$ cat config.mk
export PLATFORM = sky130hd
export DESIGN_NAME = psram_opi_seq
export DESIGN_NICKNAME = d
export VERILOG_FILES = /design/src/rtl/psram_opi_seq.sv
export SDC_FILE = /design/constraint.sdc
export NUM_CORES = 1
export LEC_CHECK = 0
export CAP_MARGIN = 20
export CORE_ASPECT_RATIO = 0.7
export CORE_MARGIN = 8
export CORE_UTILIZATION = 25
export CTS_CLUSTER_DIAMETER = 50
export DETAILED_ROUTE_END_ITERATION = 16
export DONT_BUFFER_PORTS = 1
export HOLD_SLACK_MARGIN = 0.06
export MAX_ROUTING_LAYER = met4
export PLACE_DENSITY = 0.49
export SYNTH_ARGS = -nofsm -noshare
export SYNTH_HDL_FRONTEND = slang
export SYNTH_SLANG_ARGS = --single-unit
$ cat constraint.sdc
create_clock -name clk_i -period 4.75 [get_ports clk_i]
set_input_delay 0.2375 -clock clk_i [delete_from_list [all_inputs] [get_ports clk_i]]
set_output_delay 0.2375 -clock clk_i [all_outputs]
set_load 0.01 [all_outputs]
$ cat src/rtl/psram_opi_seq.sv
// psram_opi_seq: OPI DDR PSRAM transaction sequencer.
// Builds CE/SCK/IO waveform INST -> ADDR -> LATN -> WDATA/RDATA -> RECY.
// Ports: clk_i/rst_n_i (sync active-low), en_i, pscr_i (DIV4..DIV32),
//   req_* valid/ready request, wdata_* write stream, rdata_* read stream,
//   done_o/err_o pulses, busy_o/state_o status, psram_* pad signals.
// Optional macro PSRAM_DQS_EN: DQS-driven read capture and write DQS drive.
module psram_opi_seq #(
    parameter int LEN_W    = 16,
    parameter int RECY_CYC = 4
) (
    input  logic             clk_i,
    input  logic             rst_n_i,
    input  logic             en_i,
    input  logic [1:0]       pscr_i,
    input  logic             req_valid_i,
    output logic             req_ready_o,
    input  logic             req_wr_i,
    input  logic [7:0]       req_cmd_i,
    input  logic [31:0]      req_addr_i,
    input  logic [LEN_W-1:0] req_len_i,
    input  logic [7:0]       req_lc_i,
    input  logic [7:0]       wdata_i,
    input  logic             wdata_valid_i,
    output logic             wdata_ready_o,
    output logic [7:0]       rdata_o,
    output logic             rdata_valid_o,
    output logic             done_o,
    output logic             err_o,
    output logic             busy_o,
    output logic [2:0]       state_o,
    output logic             psram_sck_o,
    output logic             psram_ce_o,
    output logic [7:0]       psram_io_en_o,
    output logic [7:0]       psram_io_out_o,
    input  logic [7:0]       psram_io_in_i,
    output logic             psram_dqs_en_o,
    output logic             psram_dqs_out_o,
    input  logic             psram_dqs_in_i
);
    localparam int SW = (LEN_W > 9) ? LEN_W : 9;

    typedef enum logic [2:0] {
        S_IDLE  = 3'd0,
        S_INST  = 3'd1,
        S_ADDR  = 3'd2,
        S_LATN  = 3'd3,
        S_WDATA = 3'd4,
        S_RDATA = 3'd5,
        S_RECY  = 3'd6
    } state_e;

    state_e            state_q, state_d, data_st;
    logic [3:0]        cyc_q, cyc_d, hm1, hh;
    logic [SW-1:0]     slot_q, slot_d, nslot;
    logic              wr_q;
    logic [7:0]        cmd_q, lc_q;
    logic [31:0]       addr_q;
    logic [LEN_W-1:0]  len_q;
    logic [1:0]        pscr_q;
    logic [7:0]        wbyte_q, wbyte_d, rdata_q, rdata_d;
    logic              rvalid_q, rvalid_d, err_q, err_d;
    logic              accept, bad_req, active, slot_end, last_slot;

    assign req_ready_o = en_i && (state_q == S_IDLE);
    assign accept      = req_valid_i && req_ready_o;
    assign bad_req     = (req_len_i == '0) || req_len_i[0] || req_addr_i[0];
    assign data_st     = wr_q ? S_WDATA : S_RDATA;

    // hm1 = H-1, hh = H/2 (slot cycle where SCK toggles)
    always_comb begin
        hm1 = 4'd1;
        unique case (pscr_q)
            2'b00: hm1 = 4'd1;
            2'b01: hm1 = 4'd3;
            2'b10: hm1 = 4'd7;
            2'b11: hm1 = 4'd15;
        endcase
    end
    assign hh = {1'b0, hm1[3:1]} + 4'd1;

    always_comb begin
        nslot = '0;
        unique case (state_q)
            S_INST:           nslot = SW'(2);
            S_ADDR:           nslot = SW'(4);
            S_LATN:           nslot = SW'({lc_q, 1'b0});
            S_WDATA, S_RDATA: nslot = SW'(len_q);
            default:          nslot = '0;
        endcase
    end

    assign slot_end  = (cyc_q == hm1);
    assign last_slot = (slot_q == nslot - SW'(1));

`ifdef PSRAM_DQS_EN
    logic [2:0]       dqs_q;
    logic             dqs_edge;
    logic [LEN_W-1:0] rcnt_q, rcnt_d;
    logic [LEN_W+5:0] tmo_q, tmo_d, tmo_lim;

    assign dqs_edge = dqs_q[1] ^ dqs_q[2];
    // 4*len*H with H = 2^(pscr+1)
    assign tmo_lim  = (LEN_W+6)'(len_q) << ({1'b0, pscr_q} + 3'd3);
`endif

    always_comb begin
        state_d       = state_q;
        cyc_d         = cyc_q;
        slot_d        = slot_q;
        wbyte_d       = wbyte_q;
        rdata_d       = rdata_q;
        rvalid_d      = 1'b0;
        err_d         = 1'b0;
        wdata_ready_o = 1'b0;
`ifdef PSRAM_DQS_EN
        rcnt_d        = '0;
        tmo_d         = '0;
`endif
        unique case (state_q)
            S_IDLE: begin
                if (accept) begin
                    if (bad_req) begin
                        err_d = 1'b1;
                    end else begin
                        state_d = S_INST;
                        cyc_d   = '0;
                        slot_d  = '0;
                    end
                end
            end
            S_RECY: begin
                slot_d = slot_q + SW'(1);
                if (slot_q == SW'(RECY_CYC - 1)) begin
                    state_d = S_IDLE;
                    slot_d  = '0;
                end
            end
`ifdef PSRAM_DQS_EN
            S_RDATA: begin
                rcnt_d = rcnt_q;
                tmo_d  = tmo_q + 1'b1;
                cyc_d  = slot_end ? 4'd0 : cyc_q + 4'd1;
                if (slot_end) slot_d = slot_q + SW'(1);
                if (dqs_edge && (rcnt_q != len_q)) begin
                    rdata_d  = psram_io_in_i;
                    rvalid_d = 1'b1;
                    rcnt_d   = rcnt_q + 1'b1;
                end
                // leave only on an odd slot end so SCK parks low
                if (slot_end && slot_q[0] &&
                    ((rcnt_q == len_q) || (tmo_q >= tmo_lim))) begin
                    state_d = S_RECY;
                    slot_d  = '0;
                    err_d   = (rcnt_q != len_q);
                end
            end
`endif
            default: begin
                cyc_d = cyc_q + 4'd1;
                if (state_q == S_WDATA && cyc_q == 4'd0) begin
                    wdata_ready_o = 1'b1;
                    wbyte_d       = wdata_valid_i ? wdata_i : 8'h00;
                    err_d         = !wdata_valid_i;
                end
                if (state_q == S_RDATA && slot_end) begin
                    rdata_d  = psram_io_in_i;
                    rvalid_d = 1'b1;
                end
                if (slot_end) begin
                    cyc_d  = '0;
                    slot_d = slot_q + SW'(1);
                    if (last_slot) begin
                        slot_d = '0;
                        unique case (state_q)
                            S_INST:  state_d = S_ADDR;
                            S_ADDR:  state_d = (lc_q == 8'd0) ? data_st : S_LATN;
                            S_LATN:  state_d = data_st;
                            default: state_d = S_RECY;
                        endcase
                    end
                end
            end
        endcase
    end

    always_ff @(posedge clk_i) begin
        if (!rst_n_i) begin
            state_q  <= S_IDLE;
            cyc_q    <= '0;
            slot_q   <= '0;
            wr_q     <= 1'b0;
            cmd_q    <= '0;
            addr_q   <= '0;
            len_q    <= '0;
            lc_q     <= '0;
            pscr_q   <= '0;
            wbyte_q  <= '0;
            rdata_q  <= '0;
            rvalid_q <= 1'b0;
            err_q    <= 1'b0;
        end else begin
            state_q  <= state_d;
            cyc_q    <= cyc_d;
            slot_q   <= slot_d;
            wbyte_q  <= wbyte_d;
            rdata_q  <= rdata_d;
            rvalid_q <= rvalid_d;
            err_q    <= err_d;
            if (accept) begin
                wr_q   <= req_wr_i;
                cmd_q  <= req_cmd_i;
                addr_q <= req_addr_i;
                len_q  <= req_len_i;
                lc_q   <= req_lc_i;
                pscr_q <= pscr_i;
            end
        end
    end

    assign active      = (state_q != S_IDLE) && (state_q != S_RECY);
    assign psram_ce_o  = !active;
    // one SCK edge per slot; even slot counts leave SCK low at phase end
    assign psram_sck_o = active && (slot_q[0] ^ (cyc_q >= hh));

    assign psram_io_en_o = (state_q == S_INST || state_q == S_ADDR ||
                            state_q == S_WDATA) ? 8'hFF : 8'h00;

    always_comb begin
        psram_io_out_o = 8'h00;
        unique case (state_q)
            S_INST: psram_io_out_o = cmd_q;
            S_ADDR: begin
                unique case (slot_q[1:0])
                    2'd0: psram_io_out_o = addr_q[31:24];
                    2'd1: psram_io_out_o = addr_q[23:16];
                    2'd2: psram_io_out_o = addr_q[15:8];
                    2'd3: psram_io_out_o = addr_q[7:0];
                endcase
            end
            // first slot cycle shows the byte being consumed right now
            S_WDATA: psram_io_out_o = (cyc_q == 4'd0) ?
                         (wdata_valid_i ? wdata_i : 8'h00) : wbyte_q;
            default: psram_io_out_o = 8'h00;
        endcase
    end

    assign rdata_o       = rdata_q;
    assign rdata_valid_o = rvalid_q;
    assign err_o         = err_q;
    assign done_o        = (state_q == S_RECY) && (slot_q == SW'(RECY_CYC - 1));
    assign busy_o        = (state_q != S_IDLE);
    assign state_o       = state_q;

`ifdef PSRAM_DQS_EN
    always_ff @(posedge clk_i) begin
        if (!rst_n_i) begin
            dqs_q  <= '0;
            rcnt_q <= '0;
            tmo_q  <= '0;
        end else begin
            dqs_q  <= {dqs_q[1:0], psram_dqs_in_i};
            rcnt_q <= rcnt_d;
            tmo_q  <= tmo_d;
        end
    end

    assign psram_dqs_en_o  = (state_q == S_WDATA);
    assign psram_dqs_out_o = 1'b0;
`else
    logic dqs_unused;
    assign dqs_unused      = psram_dqs_in_i;
    assign psram_dqs_en_o  = 1'b0;
    assign psram_dqs_out_o = 1'b0;
`endif

endmodule
==> flow_summary.ini <==
[setup_path]
critical_path_class = flop to flop
crit_top_cell = or4_1
crit_family = simple AND/OR/NAND/NOR gates
critPathBufInv = 1
cp.required_ns = 5.04
end_kind = flop
cp_cell_sequence = nor2b_1, buf_4, a22o_2, nor4_4, nand4_2, a21oi_1, o311ai_0, or4_1, o21a_1, or4_1, a21boi_1
cpPeakStageDelay_ns = 0.61
crit_arrival_ns = 4.35
startpoint_type = flop
crit_slowest_cell = or4_1
path_max_fanout = 23

[floorplanning]
dieArea_mm2 = 0.0286
die_height_um = 144
rows = 46
core_area_mm2 = 0.0228
initial_core_util_pct = 25.6
dieWidth_um = 199
boundaryPins = 126

[timing]
layout_min_cycle_time_ns = 4.06
whs_ns = 0.0691
fin_skew_ns = 0.0163
slew-limit-headroom_pct = 30.5
worst_slew_pin_slew_ns = 1.04
period_share_pct = 85.5
clock.fmax_mhz = 246
setup_viol = 0
finalHoldViolations = 0
final_max_slew_viol_count = 0
tns_ns = 0
rsz0062_at_grt = no

[clock_network]
cts_root_buffer = clkbuf_16
ctsResizeCount = 0
clock_path_buffers = 2
cts_tree = done
h-tree-depth = 3
cts_setup_buffers = 0
cts_made_buffers = 9
clock_latency_ns = 0.36
path_clk_slew_ns = 0.08
cts_sinks = 108

[global_route]
track_usage_pct = 14.5
grt-ovfl-total = 0
grt_pass1_wl_um = 31500
grt_pass1_vias = 5383
antenna_found_initial = 0
grt_max_degree = 69

[job]
maxCapViolCount = 0

[power]
power_density_mw_per_mm2 = 295
fin_total_pwr_w = 0.00218
vdd.ir_drop.worst_uv = 188
p_leak_nw = 2.56

[layout]
fill_cells = 2456
nets = 909
syn2layout_area_growth_pct = 26.5
fin_area_mm2 = 0.00738
layout-drive-gt1-share_pct = 4.91
seqCellArea_mm2 = 0.00216
diodes = 0
multiInputGateArea_mm2 = 0.00338

[outcome]
status = finished, final reports clean

[placement]
portBuffers = 0
placed_cell_area_mm2 = 0.00608
place_hpwl_um = 14000
gp_congestion = 0.814

[synth]
avgSynthCellArea_um2 = 7.87
synth_cell_types = 67
synth_edf_count = 0
ys_async_sr_fraction_pct = 0
synthesis.area_mm2 = 0.00583
syn-instance-count = 741
synthFlopType = dfxtp_1
yosys_register_bits = 108
ys_warn_count = 0
yosysSeqAreaShare_pct = 37.1

[route]
wl_um = 20400
drt_pass1_iterations = 5
ant_nets = 0
drt_iter0_markers = 398
drc_errors = 0
vias = 5535
wl_per_cell_um = 18.1
viasPerCell = 4.92

[min_path]
hp-class = input pin to flop
-- power by group --
group          total [W]  internal (W)  switching (W)
sequential      0.000982      0.000946      0.0000357
combinational   0.000452      0.000188       0.000264
clock           0.000741      0.000375       0.000366
-- placed cells by master (no fill, tap or decap), drive strengths merged, types with 3 or more instances in the layout --
cell and instances:
xor2 10, a21boi 71, buf 14, nor2 51, a22oi 10, a31oi 4
dlygate4sd3 99, and2 8, o211ai 3, nand3 14, a211oi 3, a222oi 16
dfxtp 108, and3 4, nand4 8, nor3 8, o22ai 4, o21ai 22
nor4 12, xnor2 19, ha 11, or3 5, inv 17, o2111ai 4
nor2b 22, a22o 5, nand2b 7, clkbuf 12, nand2 173, a21oi 19
mux2i 15
-- cell usage after synthesis, types with 15 or more instances --
| library cell | n | area [um^2] |
|---|---|---|
| a21boi_0 | 70 | 526 |
| a21oi_1 | 19 | 95.1 |
| a222oi_1 | 16 | 160 |
| clkbuf_1 | 39 | 146 |
| dfxtp_1 | 108 | 2160 |
| inv_1 | 15 | 56.3 |
| mux2i_1 | 15 | 150 |
| nand2_1 | 173 | 649 |
| nor2_1 | 51 | 191 |
| nor2b_1 | 22 | 138 |
| o21ai_0 | 21 | 105 |
| xnor2_1 | 19 | 166 |
-- cell type report --
class / count / area share [%]
Clock inverter: 4 / 0.407
Clock buffer: 12 / 3.34
Tap cell: 312 / 5.29
Sequential cell: 108 / 29.3
Inverter: 15 / 0.763
Timing Repair Buffer: 113 / 15.1
Multi-Input combinational cell: 562 / 45.8
-- timing repair --
action	CTS	global route
endpoints found under the setup margin	0	0
hold endpoints to repair	92	1
hold buffers	99	1
-- flip-flops by register name, summed over array words and instances (netlist names) --
signal / cells
addr_q: 32
len_q: 16
slot_q: 16
cmd_q: 8
lc_q: 8
rdata_o: 8
wbyte_q: 8
cyc_q: 4
state_o: 3
pscr_q: 2
err_o: 1
rdata_valid_o: 1
wr_q: 1
-- through the flow --
stage / std cells / setup WS, ns / utilization, %
after CTS: 1124 / 0.727 / 32.3
after global routing: 1126 / 0.423 / 32.4
after floorplan: 742 / 0.811 / -
after detailed placement: 1009 / 0.754 / 26.7
final: 1126 / 0.691 / 32.4
after global placement: 1009 / 0.765 / 26.7
-- metal layers --
metal	track usage, %	vias to the layer above	share of wire (%)
met2	19.4	177	39
met4	2.22	0	1.1
met1	21.0	2629	52
met5	-	-	0
met3	4.42	20	7.9
li1	-	2709	-
-- cells by family after synthesis --
group,synth area share (%)
other,0.0643
buffers and inverters,5.34
XOR/XNOR,4.35
AND/OR/NAND/NOR,25.6
flip-flops,37.1
multiplexers,2.57
AO/OA/AOI/OAI,22.6
adder cells (fa/ha/maj),2.36
-- path summary, 6_finish.rpt --
path                  startpoint  slack, ns  depth (start not counted)          to
setup / recovery      state_o[2]       0.69                         11  state_o[0]
hold / removal    req_addr_i[16]       0.07                          2  addr_q[16]
setup reg to reg      state_o[2]       0.69                         11  state_o[0]
hold reg to reg        addr_q[5]       0.46                          2   addr_q[5]
Note: power is estimated with default switching activity, not from simulation.
